## src/rtl/neuron_array_if.sv

```systemverilog
// Handshake bundle between the current-injection front end, the neuron array
// core and the spike/state readout.
interface neuron_array_if #(
    parameter int W    = 16,
    parameter int IDXW = 4
);
    logic                in_valid;
    logic                in_ready;
    logic signed [W-1:0] in_current;
    logic [IDXW-1:0]     in_idx;
    logic                clear;
    logic                out_valid;
    logic                out_ready;
    logic [IDXW-1:0]     out_idx;
    logic signed [W-1:0] v_out;
    logic signed [W-1:0] w_out;
    logic                spike;

    modport master (
        output in_valid, in_current, clear, out_ready,
        input  in_ready, in_idx, out_valid, out_idx, v_out, w_out, spike
    );
    modport slave (
        input  in_valid, in_current, clear, out_ready,
        output in_ready, in_idx, out_valid, out_idx, v_out, w_out, spike
    );
endinterface

```

## src/rtl/neuron_array_core.sv

```systemverilog
// Round-robin array of fixed-point (v, w) neurons sharing one 4-stage Euler
// pipeline; per-neuron state is held in flop banks written back from stage 4.
module neuron_array_core #(
    parameter int INT_WIDTH    = 3,
    parameter int FRC_WIDTH    = 12,
    parameter int N_NEURONS    = 16,
    parameter int TIME_SHIFT   = 7,
    parameter int TAU_SHIFT    = 1,
    parameter int A_CONST      = 2867,
    parameter int DEAD_BAND    = 175,
    parameter int SPIKE_THRESH = 4096,
    parameter int V_RESET      = -4895,
    parameter int W_RESET      = -2560
) (
    input logic          clk,
    input logic          rst,
    neuron_array_if.slave bus
);
    localparam int W      = 1 + INT_WIDTH + FRC_WIDTH;
    localparam int XW     = W + 4;
    localparam int IDXW   = (N_NEURONS > 1) ? $clog2(N_NEURONS) : 1;
    localparam int TS     = TAU_SHIFT + TIME_SHIFT;
    localparam int BW     = FRC_WIDTH + (1 << INT_WIDTH) + 1;
    localparam int STAGES = 4;

    localparam logic signed [W-1:0]   VRST = W'(V_RESET);
    localparam logic signed [W-1:0]   WRST = W'(W_RESET);
    localparam logic signed [W-1:0]   THR  = W'(SPIKE_THRESH);
    localparam logic signed [W-1:0]   WMAX = {1'b0, {(W-1){1'b1}}};
    localparam logic signed [XW-1:0]  SMAX = XW'(WMAX);
    localparam logic signed [XW-1:0]  SMIN = ~SMAX;
    localparam logic signed [XW-1:0]  DB   = XW'(DEAD_BAND);
    localparam logic signed [XW-1:0]  RNDT = XW'(1 << (TIME_SHIFT - 1));
    localparam logic signed [W+1:0]   RNDS = (W+2)'(1 << (TS - 1));
    localparam logic signed [W+1:0]   ACON = (W+2)'(A_CONST);

    typedef struct packed {
        logic [IDXW-1:0]     idx;
        logic signed [W-1:0] v, w, i, pa, pb;
        logic signed [W+1:0] y1;
    } s1_t;
    typedef struct packed {
        logic [IDXW-1:0]      idx;
        logic signed [W-1:0]  v, w, i;
        logic signed [XW-1:0] p, q;
        logic signed [W+1:0]  yw;
    } s2_t;
    typedef struct packed {
        logic [IDXW-1:0]      idx;
        logic signed [W-1:0]  v, wn;
        logic signed [XW-1:0] dv;
    } s3_t;

    function automatic logic signed [W-1:0] sat(input logic signed [XW-1:0] x);
        if (x > SMAX)      sat = WMAX;
        else if (x < SMIN) sat = ~WMAX;
        else               sat = x[W-1:0];
    endfunction

    // 2^x with the fractional part linearised: (1 + frac) shifted by floor(x).
    function automatic logic signed [W-1:0] pow2(input logic signed [W-1:0] x);
        logic [INT_WIDTH:0] ip, nsh;
        logic [BW-1:0]      big;
        ip  = x[W-1:FRC_WIDTH];
        nsh = -ip;
        big = {{(1 << INT_WIDTH){1'b0}}, 1'b1, x[FRC_WIDTH-1:0]};
        if (ip[INT_WIDTH]) big = big >> nsh;
        else               big = big << ip[INT_WIDTH-1:0];
        pow2 = (|big[BW-1:W-1]) ? WMAX : {1'b0, big[W-2:0]};
    endfunction

    // Negating the most negative value would wrap; clamp it instead.
    function automatic logic signed [W-1:0] neg(input logic signed [W-1:0] x);
        neg = (x == ~WMAX) ? WMAX : -x;
    endfunction

    logic signed [W-1:0]  v_bank [N_NEURONS];
    logic signed [W-1:0]  w_bank [N_NEURONS];
    logic [STAGES:1]      vld_pipe;
    logic [IDXW-1:0]      idx, out_idx;
    logic signed [W-1:0]  vr, wr, v_o, w_o, vn;
    logic                 spk, spk_o, clr_pend, adv, acc;
    logic signed [XW-1:0] d, dv;
    s1_t s1, s1_n;
    s2_t s2, s2_n;
    s3_t s3, s3_n;

    assign adv = !(vld_pipe[STAGES] && !bus.out_ready);
    assign bus.in_ready = adv && !bus.clear && !clr_pend;
    assign acc = bus.in_valid && bus.in_ready;
    assign vr  = v_bank[idx];
    assign wr  = w_bank[idx];

    assign bus.in_idx    = idx;
    assign bus.out_valid = vld_pipe[STAGES];
    assign bus.out_idx   = out_idx;
    assign bus.v_out     = v_o;
    assign bus.w_out     = w_o;
    assign bus.spike     = spk_o;

    always_comb begin
        s1_n.idx = idx;
        s1_n.v   = vr;
        s1_n.w   = wr;
        s1_n.i   = bus.in_current;
        s1_n.pa  = pow2(vr);
        s1_n.pb  = pow2(neg(vr));
        s1_n.y1  = (W+2)'(vr) + ACON - (W+2)'(wr >>> 1);

        d        = XW'(s1.pb) - XW'(s1.pa);
        s2_n.idx = s1.idx;
        s2_n.v   = s1.v;
        s2_n.w   = s1.w;
        s2_n.i   = s1.i;
        s2_n.p   = d + (d <<< 1);
        s2_n.q   = XW'(s1.v) + (XW'(s1.v) <<< 2);
        s2_n.yw  = (s1.y1 + RNDS) >>> TS;

        dv = s2.p + s2.q - XW'(s2.w) + XW'(s2.i);
        if ((dv > -DB) && (dv < DB)) dv = '0;
        s3_n.idx = s2.idx;
        s3_n.v   = s2.v;
        s3_n.dv  = dv;
        s3_n.wn  = sat(XW'(s2.w) + XW'(s2.yw));

        vn  = sat(XW'(s3.v) + ((s3.dv + RNDT) >>> TIME_SHIFT));
        spk = (s3.v < THR) && (vn >= THR);
    end

    always_ff @(posedge clk or posedge rst) begin
        if (rst) begin
            for (int k = 0; k < N_NEURONS; k++) begin
                v_bank[k] <= VRST;
                w_bank[k] <= WRST;
            end
            vld_pipe <= '0;
            s1       <= '0;
            s2       <= '0;
            s3       <= '0;
            idx      <= '0;
            out_idx  <= '0;
            v_o      <= VRST;
            w_o      <= WRST;
            spk_o    <= 1'b0;
            clr_pend <= 1'b0;
        end else begin
            if (adv) begin
                vld_pipe <= {vld_pipe[STAGES-1:1], acc};
                s1 <= s1_n;
                s2 <= s2_n;
                s3 <= s3_n;
                if (acc) idx <= (idx == IDXW'(N_NEURONS - 1)) ? '0 : idx + 1'b1;
                if (vld_pipe[STAGES-1]) begin
                    v_bank[s3.idx] <= vn;
                    w_bank[s3.idx] <= s3.wn;
                    out_idx        <= s3.idx;
                    v_o            <= vn;
                    w_o            <= s3.wn;
                    spk_o          <= spk;
                end
            end
            // Reload only once every in-flight writeback has landed.
            if (bus.clear) begin
                clr_pend <= 1'b1;
            end else if (clr_pend && !(|vld_pipe[STAGES-1:1])) begin
                clr_pend <= 1'b0;
                idx      <= '0;
                for (int k = 0; k < N_NEURONS; k++) begin
                    v_bank[k] <= VRST;
                    w_bank[k] <= WRST;
                end
            end
        end
    end
endmodule
```

## src/flat_wrapper.sv

```systemverilog
// flat-port wrapper written by rule: the top's interface ports become plain ports
module neuron_array_core_flat 
#(
    parameter int INT_WIDTH    = 3,
    parameter int FRC_WIDTH    = 12,
    parameter int N_NEURONS    = 16,
    parameter int TIME_SHIFT   = 7,
    parameter int TAU_SHIFT    = 1,
    parameter int A_CONST      = 2867,
    parameter int DEAD_BAND    = 175,
    parameter int SPIKE_THRESH = 4096,
    parameter int V_RESET      = -4895,
    parameter int W_RESET      = -2560
)
  (clk, rst, bus_in_valid, bus_in_current, bus_clear, bus_out_ready, bus_in_ready, bus_in_idx, bus_out_valid, bus_out_idx, bus_v_out, bus_w_out, bus_spike);
  neuron_array_if bus_i ();
  input logic clk;
  input logic rst;
  input wire logic [$bits(bus_i.in_valid)-1:0] bus_in_valid;
  input wire logic [$bits(bus_i.in_current)-1:0] bus_in_current;
  input wire logic [$bits(bus_i.clear)-1:0] bus_clear;
  input wire logic [$bits(bus_i.out_ready)-1:0] bus_out_ready;
  output wire logic [$bits(bus_i.in_ready)-1:0] bus_in_ready;
  output wire logic [$bits(bus_i.in_idx)-1:0] bus_in_idx;
  output wire logic [$bits(bus_i.out_valid)-1:0] bus_out_valid;
  output wire logic [$bits(bus_i.out_idx)-1:0] bus_out_idx;
  output wire logic [$bits(bus_i.v_out)-1:0] bus_v_out;
  output wire logic [$bits(bus_i.w_out)-1:0] bus_w_out;
  output wire logic [$bits(bus_i.spike)-1:0] bus_spike;
  assign bus_i.in_valid = bus_in_valid;
  assign bus_i.in_current = bus_in_current;
  assign bus_i.clear = bus_clear;
  assign bus_i.out_ready = bus_out_ready;
  assign bus_in_ready = bus_i.in_ready;
  assign bus_in_idx = bus_i.in_idx;
  assign bus_out_valid = bus_i.out_valid;
  assign bus_out_idx = bus_i.out_idx;
  assign bus_v_out = bus_i.v_out;
  assign bus_w_out = bus_i.w_out;
  assign bus_spike = bus_i.spike;
  neuron_array_core #(.INT_WIDTH(INT_WIDTH), .FRC_WIDTH(FRC_WIDTH), .N_NEURONS(N_NEURONS), .TIME_SHIFT(TIME_SHIFT), .TAU_SHIFT(TAU_SHIFT), .A_CONST(A_CONST), .DEAD_BAND(DEAD_BAND), .SPIKE_THRESH(SPIKE_THRESH), .V_RESET(V_RESET), .W_RESET(W_RESET)) u_core (.clk(clk), .rst(rst), .bus(bus_i));
endmodule
```

## config.mk

```make
export PLATFORM = sky130hd
export DESIGN_NAME = neuron_array_core_flat
export DESIGN_NICKNAME = d
export VERILOG_FILES = /design/src/rtl/neuron_array_if.sv /design/src/rtl/neuron_array_core.sv /design/src/flat_wrapper.sv
export SDC_FILE = /design/constraint.sdc
export NUM_CORES = 2
export LEC_CHECK = 0
export CAP_MARGIN = 20
export CORE_MARGIN = 10
export CORE_UTILIZATION = 35
export CTS_CLUSTER_DIAMETER = 120
export CTS_CLUSTER_SIZE = 10
export DETAILED_ROUTE_END_ITERATION = 7
export GPL_ROUTABILITY_DRIVEN = 0
export PLACE_DENSITY_LB_ADDON = 0.1
export SLEW_MARGIN = 20
export SYNTH_ARGS = -nofsm -noshare
export SYNTH_HDL_FRONTEND = slang
export SYNTH_SLANG_ARGS = --single-unit
```

## constraint.sdc

```tcl
create_clock -name clk -period 27.3 [get_ports clk]
set_clock_uncertainty 0.05 [all_clocks]
set_input_delay 5.46 -clock clk [delete_from_list [all_inputs] [get_ports clk]]
set_output_delay 5.46 -clock clk [all_outputs]
set_load 0.02 [all_outputs]
```

; ---- Word-level counts from Yosys, hierarchy flattened
; Index checks and enable logic that the tools add are counted.
[totals]
elab_cells = 146
inputBits = 21
output_inout_bits = 43
register_bits = 816
[classes]
add_sub_neg = 16
n_mux = 35
n_lt_le_gt_ge = 11
n_reduce_logical = 18
shifts = 4
bitwise_logic = 3
eq_ne = 2
[ops]
columns = op, n
row1 = $mux W256, 8
row2 = $bwmux W256, 2
row3 = $mux W16, 10
row4 = $bmux W16 S4, 2
row5 = $demux W16 S4, 1
row6 = $mux W21, 2
row7 = $shl A13 B3 Y21, 2
row8 = $shr A13 B4 Y21, 2
row9 = $add A20 B20 Y20, 2
row10 = $gt A20 B16 Y1 const B, 2
row11 = $lt A20 B16 Y1 const B, 2
row12 = $mux W15, 2
row13 = $add A20 B16 Y20, 1
row14 = $add A20 B8 Y20 const B, 1
row15 = $gt A20 B9 Y1 const B, 1
row16 = $lt A20 B9 Y1 const B, 1
row17 = $mux W20, 1
row18 = $mux W4, 5
row19 = $sub A20 B16 Y20, 1
row20 = $add A16 B18 Y19, 1
row21 = $add A18 B9 Y18 const B, 1
row22 = $sub A17 B15 Y18, 1
row23 = $add A16 B10 Y17, 1
row24 = $add A16 B13 Y17, 1
row25 = 20 further kinds, 36

; ---- Longest topological paths before layout
[depth]
word_depth = 11
ltp_mapped = 24
mapped_depth_nobuf = 19

; ---- Worst setup path before layout
; Ideal clock, no wire load.
[synth_path]
kind = input to output
from = input bus_out_ready
to = output bus_in_ready
arrival_ns = 6.250
stages = 3
required_time_ns = 21.790
path_buffers = 1
setup_slack_ns = 15.540
cell_sequence = nor2b_1 -> clkbuf_1 -> nor3_1
[synth_between]
elab_chain_len = 5
[synth_lines]
columns = element, line_no
row1 = "start, declared", flat_wrapper.sv:22  ; input wire logic [$bits(bus_i.out_ready)-1:0] bus_out_ready;
row2 = $logic_not A1 Y1, neuron_array_core.sv:88  ; assign adv = !(vld_pipe[STAGES] && !bus.out_ready);
row3 = $logic_and A1 B1 Y1, neuron_array_core.sv:88
row4 = $logic_not A1 Y1, neuron_array_core.sv:88
row5 = $logic_and A1 B1 Y1 (2 in a row), neuron_array_core.sv:89  ; assign bus.in_ready = adv && !bus.clear && !clr_pend;
row6 = "end, declared", flat_wrapper.sv:23  ; output wire logic [$bits(bus_i.in_ready)-1:0] bus_in_ready;
; No other way between the ends.

; ---- Worst setup path in the final report
; Ends and elaborated chain as after synthesis.

==> impl_metrics.toml <==
[layout]
nFillCells = 12400
layout.nets = 4710
layout_commonest_cell = "nand2_1"
final_cell_mix = "nand2_1 (947), dfrtp_1 (538), a21oi_1 (415)"
fin_area_um2 = 48600
drive_gt1_share_pct = 15.3
area_growth_pct = 10.5
instances_no_fill = 6213

[critical_path]
endpoint_kind = "output pin"
start_kind = "input pin"
crit_type = "in2out"
required_ns = 21.79
crit_fanout = 157
arrival_ns = 7.41
ff2ff_setup_slack_ns = 18.85

[clock_tree]
hold_buffers = 0
post_cts_buffers = 0
ctsRootBufferMaster = "clkbuf_16"
cts_resized = 0
htree_levels = 3
clk_pin_slew_ns = 0.06
cts_tree = "yes"
cts_buffers = 89
cts_buffer_depth = 3
clock_latency_ns = 0.73
cts.sinks = 797

[grt]
grt.total_usage_pct = 20.5
antenna_found_initial = 6
grt_max_degree = 181
grt_pass1_wl_um = 221000
grt_pass1_vias = 33400
grt-ovfl-total = 0

[place]
placed_cells = 6055
port-buffer-count = 63
hpwl_um = 90700
placed_cell_area_um2 = 46000

[yosys]
synth-xor-area-share_pct = 1.81
synthArstFlopShare_pct = 100
synth_area_per_cell_um2 = 9.46
synth_cells = 4646
synth_top_family_by_area = "compound AO/OA/AOI/OAI gates"
yosysSeqAreaShare_pct = 46.1
syn-cell-area_um2 = 44000
synthMuxAreaShare_pct = 9.41
ys_ff_latch = 797
synthAdderAreaFrac_pct = 5.86
yosys_warnings = 0
synth_ff_type = "dfrtp_1"
synth-edff-count = 0
synth-compound-area-share_pct = 15.9
synth_nets = 4847
netlist-cell-type-count = 109
yosys.area_share.simple_pct = 15.7

[flow_run]
maxCapViolCount = 0

[floorplanning]
die_area_um2 = 140000
num_io_pins = 64
die_w_um = 374
initial_utilization_pct = 35.4
coreArea_um2 = 124000
fp-row-count = 129
fp.dieH_um = 374

[sta]
fmax_ghz = 0.0774
tns_ns = 0
finalCritPeriodShare_pct = 47.3
finalSetupViolCount = 0
hold_viol_final = 0
slew_viol_final = 0
rsz0062_at_grt = "no"
fin_crit_ns = 12.92
tightest_slew_ns = 1.13
relSlewSlack_pct = 24.7

[detailed_routing]
route.detailed.drc = 0
wire_per_inst_um = 23.5
drt_iter0_drc = 2936
num_vias = 33900
routed_wl_um = 146000
drtAntennaViolNets = 0
routed_via_density = 5.45
dr.pass1.iters = 8

[power]
ir_worst_vdd_uv = 135
p_leak_nw = 20.4
powerDensity_nw_per_um2 = 148

[worst_hold_path]
hold_path_class = "reg2reg"

[outcome]
status = "finished, final reports clean"
cells in the mapped netlist, drive strengths merged, types with 7 or more instances:
library cell	number	share of area, %
or3	21	0.30
nand4	13	0.20
dfrtp	542	31
fa	43	2.0
o21bai	7	0.12
clkbuf	281	2.4
nor2	208	1.8
a221oi	7	0.18
o32a	7	0.16
inv	211	1.8
a2111oi	10	0.20
nor3	56	0.65
buf	73	1.0
mux4	140	7.2
a31oi	24	0.36
xor2	33	0.66
nand3	214	2.4
a22oi	9	0.15
mux2i	51	1.2
o21a	24	0.41
a21boi	18	0.31
nand3b	8	0.14
or2	14	0.20
o211ai	53	0.92
mux2	41	1.1
ha	137	3.9
a22o	14	0.28
a21o	28	0.50
dfstp	255	15
a211oi	63	1.1
and2	12	0.17
nand2b	17	0.24
a21oi	421	4.8
and3	21	0.31
o31ai	22	0.38
nand2	966	8.3
xnor2	58	1.2
o22ai	17	0.24
o21ai	397	4.5
nor2b	25	0.36
worst paths after layout:
check	cells after the start	endpoint	start
min	2	u_core.s2[73]	u_core.s1[65]
min reg2reg	2	u_core.s2[73]	u_core.s1[65]
max	5	bus_in_ready	bus_out_ready
max in group asynchronous	6	u_core.w_bank[176]	rst
min in group asynchronous	2	u_core.s3[47]	rst
max reg2reg	20	u_core.s1[18]	u_core.bus.in_idx[0]
worst max-delay path: stages:
cell,delay [ns]
clkdlybuf4s50_1,0.53
nor2b_4,0.06
buf_12,0.25
nor3_1,0.41
clkdlybuf4s50_1,0.69
layer usage:
metal  vias to the layer above  GRT usage, %  share of wire (%)
li1                      15900             -                  -
met1                     17100          29.2                 47
met2                       716          32.8                 46
met3                       174          2.57                4.2
met4                         0          4.82                2.2
met5                         -             0                  0
flip-flops by register name (all words and copies together), names as in the netlist:
signal	count
u_core.bus.in_idx	4
u_core.bus.out_idx	4
u_core.bus.spike	1
u_core.bus.v_out	16
u_core.bus.w_out	16
u_core.clr_pend	1
u_core.s1	93
u_core.s2	96
u_core.s3	50
u_core.v_bank	256
u_core.vld_pipe	4
u_core.w_bank	256
kinds of logic (layout without fill, tap and decap cells):
family	count (synthesis)	after routing
other cells	0	3
flops	797	797
compound gates	1175	1175
xor+xnor	91	91
buf+inv	567	494
simple gates	1604	1604
mux	232	232
fa+ha+maj	180	180
where the power goes:
| part | leakage [nW] | internal [W] | switching, W | total, W |
|---|---|---|---|---|
| logic | 9.51 | 0.00163 | 0.00272 | 0.00435 |
| registers | 9.67 | 0.00145 | 0.000251 | 0.00170 |
| clock network | 1.24 | 0.000623 | 0.000521 | 0.00114 |
| total | 20.4 | 0.00371 | 0.00349 | 0.00719 |
metrics by stage:
step | util (%) | power (W) | hold WS, ns | setup WS (ns)
final | 39.1 | 0.00719 | 0.413 | 14.38
after global routing | 39.1 | 0.00777 | 0.434 | 14.20
after CTS | 39.1 | 0.00725 | 0.412 | 14.35
after detailed placement | 37.0 | 0.00607 | 0.405 | 14.36
after floorplan | - | 0.00468 | 0.389 | 11.06
after global placement | 37.0 | 0.00606 | 0.401 | 14.36
final cells by class:
class	instances	area, um^2	share of cell area (%)
clock buffers	149	2490	5.13
well taps	1637	2050	4.22
diodes	3	7.51	0.0154
repair buffers	126	1170	2.40
inverters	213	808	1.66
clock inverters	6	124	0.255
flip-flops and latches	797	20300	41.7
multi-input cells	3282	21700	44.6
Power figures use the tool's default switching activity.
